[src/rtl/uart_pkg.sv]
// Shared UART definitions used by uart_rx and uart_tx.
//   state_t      : receiver/transmitter FSM states, fixed 2-bit encoding
//   DATA_BITS    : payload bits per frame (8N1)
//   OVS_DEFAULT  : default oversampling ratio (sample_tick pulses per bit)
package uart_pkg;

  typedef enum logic [1:0] {
    S_IDLE  = 2'd0,
    S_START = 2'd1,
    S_DATA  = 2'd2,
    S_STOP  = 2'd3
  } state_t;

  localparam int unsigned DATA_BITS   = 8;
  localparam int unsigned OVS_DEFAULT = 16;

endpackage

[src/rtl/uart_sync.sv]
// Two-flop synchronizer for a single asynchronous input.
//   clk       : destination clock
//   rst_n     : asynchronous active-low reset; both flops load RESET_VAL
//   d         : asynchronous input
//   q         : synchronized output
module uart_sync #(
  parameter logic RESET_VAL = 1'b1
) (
  input  logic clk,
  input  logic rst_n,
  input  logic d,
  output logic q
);

  logic meta;

  always_ff @(posedge clk or negedge rst_n) begin
    if (!rst_n) begin
      meta <= RESET_VAL;
      q    <= RESET_VAL;
    end else begin
      meta <= d;
      q    <= meta;
    end
  end

endmodule

[src/rtl/uart_rx.sv]
// 8N1 UART receiver, LSB first, oversampled by an external sample_tick.
//   CLK         : system clock
//   rst_n       : asynchronous active-low reset
//   sample_tick : one-CLK enable at OVS x baud from the shared baud generator
//   RX          : serial line, idle high, asynchronous to CLK
//   data_out    : last correctly framed byte, held until the next good frame
//   valid_out   : one-CLK pulse when data_out updates
//   frame_err   : one-CLK pulse when the stop bit samples low
//   busy        : high whenever the receiver is not idle
module uart_rx
  import uart_pkg::*;
#(
  parameter int unsigned OVS = OVS_DEFAULT
) (
  input  logic       CLK,
  input  logic       rst_n,
  input  logic       sample_tick,
  input  logic       RX,
  output logic [7:0] data_out,
  output logic       valid_out,
  output logic       frame_err,
  output logic       busy
);

  localparam int unsigned TW = $clog2(OVS);
  localparam logic [TW-1:0] MID_TICK  = TW'(OVS / 2 - 1);
  localparam logic [TW-1:0] LAST_TICK = TW'(OVS - 1);
  localparam logic [2:0]    LAST_BIT  = 3'(DATA_BITS - 1);

  logic                 rx_sync;
  logic                 rx_prev;
  state_t               state,    state_nx;
  logic [TW-1:0]        tick_cnt, tick_nx;
  logic [2:0]           bit_idx,  bit_nx;
  logic [DATA_BITS-1:0] shreg,    shreg_nx;
  logic [7:0]           data_nx;
  logic                 valid_nx, ferr_nx;

  uart_sync #(.RESET_VAL(1'b1)) u_rx_sync (
    .clk   (CLK),
    .rst_n (rst_n),
    .d     (RX),
    .q     (rx_sync)
  );

  always_ff @(posedge CLK or negedge rst_n) begin
    if (!rst_n) begin
      state     <= S_IDLE;
      tick_cnt  <= '0;
      bit_idx   <= '0;
      shreg     <= '0;
      data_out  <= '0;
      valid_out <= 1'b0;
      frame_err <= 1'b0;
      rx_prev   <= 1'b1;
    end else begin
      state     <= state_nx;
      tick_cnt  <= tick_nx;
      bit_idx   <= bit_nx;
      shreg     <= shreg_nx;
      data_out  <= data_nx;
      valid_out <= valid_nx;
      frame_err <= ferr_nx;
      if (sample_tick) begin
        rx_prev <= rx_sync;
      end
    end
  end

  // Everything except the output pulses is gated by sample_tick; the pulses
  // are produced on the tick that samples the stop bit and clear on the
  // following CLK because their default is 0.
  always_comb begin
    state_nx = state;
    tick_nx  = tick_cnt;
    bit_nx   = bit_idx;
    shreg_nx = shreg;
    data_nx  = data_out;
    valid_nx = 1'b0;
    ferr_nx  = 1'b0;
    if (sample_tick) begin
      case (state)
        S_IDLE: begin
          // Edge detect, not level: a held-low line never starts a frame.
          if (!rx_sync && rx_prev) begin
            state_nx = S_START;
            tick_nx  = '0;
          end
        end
        S_START: begin
          if (tick_cnt == MID_TICK) begin
            tick_nx = '0;
            if (!rx_sync) begin
              state_nx = S_DATA;
              bit_nx   = '0;
            end else begin
              state_nx = S_IDLE;
            end
          end else begin
            tick_nx = tick_cnt + 1'b1;
          end
        end
        S_DATA: begin
          if (tick_cnt == LAST_TICK) begin
            shreg_nx = {rx_sync, shreg[DATA_BITS-1:1]};
            tick_nx  = '0;
            if (bit_idx == LAST_BIT) begin
              state_nx = S_STOP;
            end else begin
              bit_nx = bit_idx + 3'd1;
            end
          end else begin
            tick_nx = tick_cnt + 1'b1;
          end
        end
        S_STOP: begin
          // Leaving at mid-stop lets the next start edge be caught at once.
          if (tick_cnt == LAST_TICK) begin
            tick_nx  = '0;
            state_nx = S_IDLE;
            if (rx_sync) begin
              data_nx  = shreg;
              valid_nx = 1'b1;
            end else begin
              ferr_nx = 1'b1;
            end
          end else begin
            tick_nx = tick_cnt + 1'b1;
          end
        end
        default: begin
          state_nx = S_IDLE;
          tick_nx  = '0;
        end
      endcase
    end
  end

  assign busy = (state != S_IDLE);

endmodule

[config.mk]
export PLATFORM = sky130hd
export DESIGN_NAME = uart_rx
export DESIGN_NICKNAME = d
export VERILOG_FILES = /design/src/rtl/uart_pkg.sv /design/src/rtl/uart_sync.sv /design/src/rtl/uart_rx.sv
export SDC_FILE = /design/constraint.sdc
export NUM_CORES = 1
export LEC_CHECK = 0
export CAP_MARGIN = 20
export CORE_MARGIN = 8
export CORE_UTILIZATION = 44
export CTS_BUF_LIST = sky130_fd_sc_hd__clkbuf_2
export CTS_CLUSTER_SIZE = 10
export DETAILED_ROUTE_END_ITERATION = 8
export DONT_BUFFER_PORTS = 1
export PLACE_DENSITY_LB_ADDON = 0.08
export SKIP_LAST_GASP = 1
export SLEW_MARGIN = 0
export SYNTH_ARGS = -nofsm -noshare
export SYNTH_HDL_FRONTEND = slang
export SYNTH_SLANG_ARGS = --single-unit
[constraint.sdc]
create_clock -name CLK -period 2.2 [get_ports CLK]
set_input_delay 0.44 -clock CLK [delete_from_list [all_inputs] [get_ports CLK]]
set_output_delay 0.44 -clock CLK [all_outputs]
set_load 0.05 [all_outputs]
* Yosys cells after proc, flatten, opt, wreduce, memory -nomap -nowiden
Index checks and enable logic that the tools add are counted.
** Storage, ports and cells
- Flip-flop bits (word level) :: 30
- Bits of input ports :: 4
- Output and inout port bits :: 11
** Cells by class
- Add/sub/neg operators :: 2
- Equality and inequality tests :: 13
- Multiplexer cells :: 24
- Reductions and logical operators :: 11
** Operators by type and width (count)
- $ne 2x2->1 const B :: 7
- $mux 2 :: 6
- $mux 3 :: 4
- $mux 4 :: 3
- $pmux 4 s3 :: 1
- $reduce_and 6->1 :: 2
- $mux 1 :: 8
- $pmux 2 s4 :: 1
- $pmux 3 s2 :: 1
- $add 4x1->4 const B :: 1
- $eq 2x2->1 const B :: 2
- $eq 4x3->1 const B :: 1
- $eq 4x4->1 const B :: 1
- $reduce_and 4->1 :: 1
- $reduce_bool 2->1 :: 2
- $add 3x1->3 const B :: 1
- $eq 3x3->1 const B :: 1
- $reduce_and 3->1 :: 1
- $eq 2x1->1 const B :: 1
- $logic_not 2->1 :: 1
- $reduce_and 2->1 :: 1
- $reduce_or 2->1 :: 1
- $logic_and 1x1->1 :: 1
- $logic_not 1->1 :: 1

* Longest topological paths before layout
Gate-level depths: netlist of run 1.
- Depth in word-level cells :: 4
- Mapped depth :: 6

* Hierarchy
From an unflattened synthesis of run 1, not the netlist that was laid out.
** Unflattened totals
- Cells, all modules :: 101
- Area, all modules :: 1350.0 um^2
** Modules (own cells, without submodules)
- uart_rx :: instances 1, cells each 99, area an instance 1297.5 um^2, sequential area each 701.9 um^2
- uart_sync :: instances 1, cells each 2, area an instance 52.6 um^2, sequential area each 52.6 um^2

* Worst setup path after synthesis of run 1
Ideal clock, no wire load.
- Kind :: flip-flop to flip-flop
- Start point :: register tick_cnt[0]
- End point :: register bit_idx[1]
- Library setup time :: 0.123 ns
- Arrival time :: 1.419 ns
- Data required time :: 2.077 ns
- Slack :: 0.658 ns
- Cell stages (with the launch flop) :: 7
- Buffers on the path :: 1
- Clock period less this slack :: 1.542 ns
- Path through :: dfrtp_1 -> ha_1 -> and4_4 -> and2_4 -> buf_6 -> a22o_4 -> mux2i_1
** On the way
- Word-level cells in the longest chain between the ends :: 3
- Elaborated cells between the ends (all ways) :: 5
- Those cells by class :: 4 x eq/ne; 1 x reduce/logical
** Ends and longest elaborated chain
- from (decl) :: line uart_rx.sv:33 : logic [TW-1:0] tick_cnt, tick_nx;
- from (signal assigned) :: line uart_rx.sv:58 : tick_cnt <= tick_nx;
- $eq 4x4->1 / $eq 4x3->1 (equally long branches) :: line uart_rx.sv:104, uart_rx.sv:91
- $ne 2x2->1 (no line)
- $reduce_and 6->1 (no line) (*)
- to (signal assigned) :: line uart_rx.sv:59 : bit_idx <= bit_nx;
- to (decl) :: line uart_rx.sv:34 : logic [2:0] bit_idx, bit_nx;
Mark *: on every way between the ends. The rest lies on a longest branch, timed or not.
A chain may end at the register's enable or synchronous reset.

==> results of run 1 <==
worst min-delay path by stage:
| stage | startpoint | endpoint |
|---|---|---|
| global route | RX | u_rx_sync.meta$_DFF_PN1_ |
| CTS | RX | u_rx_sync.meta$_DFF_PN1_ |
| finish | RX | u_rx_sync.meta$_DFF_PN1_ |
| detailed placement | rst_n | tick_cnt[1]$_DFFE_PN0P_ |
| global placement | rst_n | tick_cnt[1]$_DFFE_PN0P_ |
| floorplan | rst_n | async pin |
cell type report:
| cell class | count | area [um^2] |
|---|---|---|
| clock buffers | 5 | 25.0 |
| flip-flops and latches | 30 | 754 |
| clock inverters | 3 | 40.0 |
| multi-input cells | 62 | 512 |
| well taps | 33 | 41.3 |
| fillers | 265 | 1540 |
| repair buffers | 2 | 30.0 |
| inverters | 4 | 15.0 |
cells in the final DEF (no fill, tap or decap):
| cell type | synthesis | final |
|---|---|---|
| nand3_1 | 2 | 2 |
| a21o_1 | 1 | 1 |
| inv_1 | 4 | 4 |
| a21oi_1 | 1 | 1 |
| nor2b_1 | 5 | 5 |
| dlygate4sd3_1 | 0 | 1 |
| a2bb2oi_1 | 1 | 1 |
| nor2_1 | 1 | 1 |
| o21ai_1 | 2 | 2 |
| mux2_1 | 1 | 1 |
| dfstp_2 | 3 | 3 |
| xor2_1 | 1 | 1 |
| dfrtp_1 | 27 | 27 |
| o211ai_1 | 1 | 1 |
| a22o_1 | 1 | 1 |
| mux2i_1 | 3 | 3 |
| ha_1 | 3 | 3 |
| a22o_4 | 1 | 1 |
| o21a_1 | 1 | 1 |
| and2_4 | 1 | 1 |
| nand2_1 | 8 | 8 |
| buf_12 | 0 | 1 |
| a22oi_1 | 1 | 1 |
| o21ai_0 | 4 | 4 |
| o2111ai_1 | 1 | 1 |
| clkbuf_2 | 0 | 5 |
| clkinv_2 | 0 | 2 |
| mux2_2 | 16 | 16 |
| nand4_2 | 1 | 1 |
| nor3b_1 | 2 | 2 |
| bufinv_16 | 0 | 1 |
| and4_4 | 1 | 1 |
| or2_2 | 1 | 1 |
| or2_1 | 1 | 1 |
logic make-up after synthesis:
kind of cell | synth area share [%]
mux | 16.8
compound gates | 8.27
simple gates | 10.3
xor+xnor | 0.666
flops | 57.3
buf+inv | 3.80
fa+ha+maj | 2.85
cells in the mapped netlist, types with 2 or more instances:
cell	n	area (um^2)
dfrtp_1	27	676
mux2_2	16	180
nand2_1	8	30.0
nor2b_1	5	31.3
inv_1	4	15.0
o21ai_0	4	20.0
dfstp_2	3	78.8
ha_1	3	37.5
mux2i_1	3	30.0
buf_6	2	22.5
nand3_1	2	10.0
nor3b_1	2	15.0
o21ai_1	2	10.0
registers in the layout (all words and copies together), names as in the netlist, named ones only:
signal	flops
data_out	8
shreg	8
tick_cnt	4
bit_idx	3
frame_err	1
rx_prev	1
state	1
u_rx_sync.meta	1
u_rx_sync.q	1
valid_out	1
stage by stage:
stage                     area (um^2)  power, uW  hold WS, ns  util (%)
after floorplan                  1320        942        0.144         -
after global placement           1320        960        0.145      44.8
after detailed placement         1320        965        0.145      44.8
after CTS                        1420       1370       0.0325      48.0
after global routing             1420       1440       0.0135      48.0
final                            1420       1340       0.0646      48.0
power groups by stage:
stage | Combinational [uW] | Sequential, uW | Clock, uW
6_report | 250 | 719 | 372
5_1_grt | 286 | 734 | 416
4_1_cts | 254 | 718 | 393
3_5_place_dp | 234 | 732 | 0
3_3_place_gp | 231 | 729 | 0
2_1_floorplan | 272 | 670 | 0
layer usage:
layer	track usage, %	vias up
li1	-	362
met1	12.0	338
met2	12.2	15
met3	4.66	6
met4	4.16	0
met5	0	-
what timing repair did:
| item | CTS | global route |
|---|---|---|
| setup buffers | 0 | 0 |
| hold endpoints to repair | 30 | 0 |
| hold buffers | 2 | 0 |
==> impl_metrics.toml, run 1 <==
[sta]
worst_slack_ns = 0.356
finalCriticalPeriod_ns = 1.84
timing_worst_slew_pin_value_ns = 0.557
finClkSkew_ns = 0.00645
period_share_pct = 83.8
max_freq_mhz = 542
finalSetupTns_ns = 0
rsz0062_at_grt = "false"
finalMaxSlewViolations = 0
setup_viol = 0
maxSlewHeadroom_pct = 62.9
hold_violations = 0

[die]
dieHeight_um = 70.7
pin_count = 15
core-area_mm2 = 0.00295
dieWidth_um = 70.7
start_util_pct = 44.6
dieArea_mm2 = 0.00500
rows = 20

[critical_path]
slowest_stage = "dfrtp_1"
critPathLaunchType = "flop"
reg2reg_slack_ns = 0.54
r2r-start = "tick_cnt[0]$_DFFE_PN0P_"
r2r_cells = 4
critPathTopFamily = "flip-flops"
arrival_ns = 1.40
critical_path_buf_inv_count = 0
crit_path_end = "busy"
end_kind = "output port"
crit_cells = 1
r2r-end = "data_out[4]$_DFFE_PN0P_"
cpPeakStageDelay_ns = 0.54
critPathRequiredTime_ns = 1.76
cp_max_fo = 10
crit_type = "flop to output port"
crit_chain = "or2_1"

[synth]
syn_nets = 107
synth-main-ff-cell = "dfrtp_1"
syn_inst = 100
ys_types = 32
yosys_register_bits = 30
synth_area_per_cell_um2 = 13.2
synthArstFlopShare_pct = 100
synth_edf_count = 0
ys_seq_area_share_pct = 57.3
syn_area_mm2 = 0.00132
ys_warn_count = 0

[global_routing]
first_global_vias = 701
grt_max_degree = 31
antenna_found_initial = 0
overflow = 0
grt_first_pass_wirelength_mm = 3.54
track_usage_pct = 9.18

[drt]
vias_per_cell = 5.19
drc = 0
ant_nets = 0
dr.pass1.iters = 4
dr_wl_met2_um = 870
route.met3.wl_um = 136
drt_iter0_drc = 37
drt_wl_total_mm = 2.05
vias = 721
post_drt_wl_per_cell_um = 14.7
highest_layer = "met4"
met1_length_mm = 1.00

[power]
power.density_mw_per_mm2 = 946
p_int_uw = 923
p_seq_share_pct = 53.6
vdd_drop_max_uv = 401
power_switching_uw = 419
leakagePower_uw = 0.000683
p_sw_share_pct = 31.2
clock_power_share_pct = 27.7
combPwrFrac_pct = 18.7

[min_path]
hold_depth = 0
hp-class = "input pin to flop"

[final_layout]
layout.nets = 112
area_delta_synth_final_pct = 7.70
layoutNonFillerInstCount = 139
n_antenna_cell = 0
drive_gt1_share_pct = 31.1

[placement]
placedCellCount = 129
hpwlAfterDp_mm = 1.47
globalplace.congestion = 0.787
dp_worst_setup_slack_ns = 0.528
io_buffer_count = 0

[job]
cap_violations = 0

[cts]
clkTransAtPathRegs_ns = 0.15
cts-resized-gates = 0
clock_sinks = 30
htreeDepth = 2
root_buffer = "clkbuf_2"
cts_inserted_buffers = 5
clockBufferDepth = 2
insertion_delay_ns = 0.35
cts_tree = "yes"

[outcome]
status = "completed"
(Power assumes the default switching activity.)
==> run 2, diff against run 1 <==
==> constraint.sdc (replaced) <==
create_clock -name CLK -period 1.5 [get_ports CLK]
set_input_delay 0.3 -clock CLK [delete_from_list [all_inputs] [get_ports CLK]]
set_output_delay 0.3 -clock CLK [all_outputs]
set_load 0.05 [all_outputs]
==> run 2 against run 1 <==
Effect of this change: cell area increased by 13%; global-route usage increased by 1.6 points; power increased by 71%; final cell count increased by 12%; clock power increased by 49%; routed wire length increased by 18%; sequential power increased by 40%; largest cell class unchanged; highest routed layer unchanged.
==> impl_metrics.toml, run 2 (synthesized netlist as in run 1, its figures left out) <==
[outcome]
status = "completed"

[cts]
cts_inserted_buffers = 5
root_buffer = "clkbuf_2"
insertion_delay_ns = 0.35
clkTransAtPathRegs_ns = 0.14
cts_tree = "yes"
htreeDepth = 2
clock_sinks = 30
clockBufferDepth = 2

[sta]
hold_violations = 0
finalMaxSlewViolations = 0
finalCriticalPeriod_ns = 1.49
period_share_pct = 99.4
finClkSkew_ns = 0.0330
rsz0062_at_grt = "true"
timing_worst_slew_pin_value_ns = 0.485
setup_viol = 0
max_freq_mhz = 671
worst_slack_ns = 0.00888
hold_slack_ns = 0.132
maxSlewHeadroom_pct = 67.7

[critical_path]
crit_chain = "or2_4, buf_8"
slowest_stage = "dfrtp_2"
critPathRequiredTime_ns = 1.20
end_kind = "output port"
crit_type = "flop to output port"
critical_path_buf_inv_count = 1
crit_start = "state[0]$_DFFE_PN0P_"
critPathTopFamily = "flip-flops"
arrival_ns = 1.19
r2r-start = "tick_cnt[0]$_DFFE_PN0P_"
cp_max_fo = 2
critPathLaunchType = "flop"
cpPeakStageDelay_ns = 0.44

[drt]
ant_nets = 0
dr.pass1.iters = 4
post_drt_wl_per_cell_um = 15.6
vias_per_cell = 5.34
vias = 827
drc = 0
drt_iter0_drc = 28
drt_wl_total_mm = 2.42

[min_path]
hp-start = "sample_tick"
hp-class = "input pin to flop"

[placement]
hpwlAfterDp_mm = 1.65
dpl_cell_area_mm2 = 0.00140
io_buffer_count = 0
globalplace.congestion = 0.778
dp_worst_setup_slack_ns = 0.00787

[die]
core-area_mm2 = 0.00295
dieArea_mm2 = 0.00500
dieWidth_um = 70.7
pin_count = 15
start_util_pct = 44.6
rows = 20
dieHeight_um = 70.7

[global_routing]
grt_first_pass_wirelength_mm = 4.16
overflow = 0
track_usage_pct = 10.7
first_global_vias = 882
grt_max_degree = 31
antenna_found_initial = 0

[final_layout]
reg_top3 = "data_out (8), shreg (8), tick_cnt (4)"
final_cell_mix = "dfrtp_1, mux2_2, buf_4"
drive_gt1_share_pct = 43.4
final_area_mm2 = 0.00160
area_delta_synth_final_pct = 21.3
final_common_cell = "dfrtp_1"
final_util_pct = 54.1
fillers = 258
n_antenna_cell = 0
layout.nets = 128

[job]
cap_violations = 0

[power]
leakagePower_uw = 0.000760
finalPower_uw = 2290
power.density_mw_per_mm2 = 1430
vdd_drop_max_uv = 577
-- run 2: final cells by class --
type	instances	area [um^2]	area share (%)
Inverter	4	15.0	0.940
Clock inverter	2	33.8	2.12
Clock buffer	6	30.0	1.88
Timing Repair Buffer	17	160	10.0
Multi-Input combinational cell	63	559	35.0
Sequential cell	30	757	47.4
Tap cell	33	41.3	2.59
-- run 2: final timing paths --
kind | to | cells after the start | slack [ns]
hold reg to reg | u_rx_sync.q$_DFF_PN1_ | 0 | 0.37
min in group asynchronous | data_out[0]$_DFFE_PN0P_ | 2 | 0.35
setup / recovery | busy | 2 | 0.009
max in group asynchronous | rx_prev$_DFFE_PN1P_ | 2 | 0.88
setup reg to reg | bit_idx[0]$_DFFE_PN0P_ | 5 | 0.03
hold / removal | rx_prev$_DFFE_PN1P_ | 1 | 0.13
-- run 2: where the power goes --
| part | leakage [uW] | total [uW] | internal, uW | switching (uW) |
|---|---|---|---|---|
| clock | 0.0000406 | 556 | 285 | 271 |
| combinational | 0.000332 | 721 | 373 | 347 |
| sequential | 0.000388 | 1010 | 921 | 92.8 |
| total | 0.000760 | 2290 | 1580 | 711 |
-- run 2: metrics by stage --
stage / std cells / setup TNS (ns)
floorplan: 100 / -0.00835
global placement: 139 / 0
detailed placement: 139 / 0
CTS: 154 / -0.00443
global route: 155 / -0.173
finish: 155 / 0
-- run 2: timing repair --
action / CTS / global route
cloned: 1 / 0
pin swaps: 1 / 3
resized for setup: 5 / 9
buffers inserted: 3 / 1
hold endpoints to repair: 31 / 0
hold buffers: 3 / 0
endpoints found under the setup margin: 3 / 18
-- run 2: routing by layer --
layer | global-route usage [%] | wire length (um) | up-vias
li1 | - | - | 390
met1 | 12.5 | 1160 | 418
met2 | 16.2 | 1110 | 15
met3 | 6.21 | 122 | 4
met4 | 3.46 | 30 | 0
met5 | 0 | 0 | -
==> run 3, diff against run 2 <==
--- a/config.mk
+++ b/config.mk
@@ -5,6 +5,7 @@
 export SDC_FILE = /design/constraint.sdc
 export NUM_CORES = 1
 export LEC_CHECK = 0
+export ABC_CLOCK_PERIOD_IN_PS = 1500
 export CAP_MARGIN = 20
 export CORE_MARGIN = 8
 export CORE_UTILIZATION = 44
==> results of run 3 <==
Final layout, timing and power as in run 2 (identical DEF).
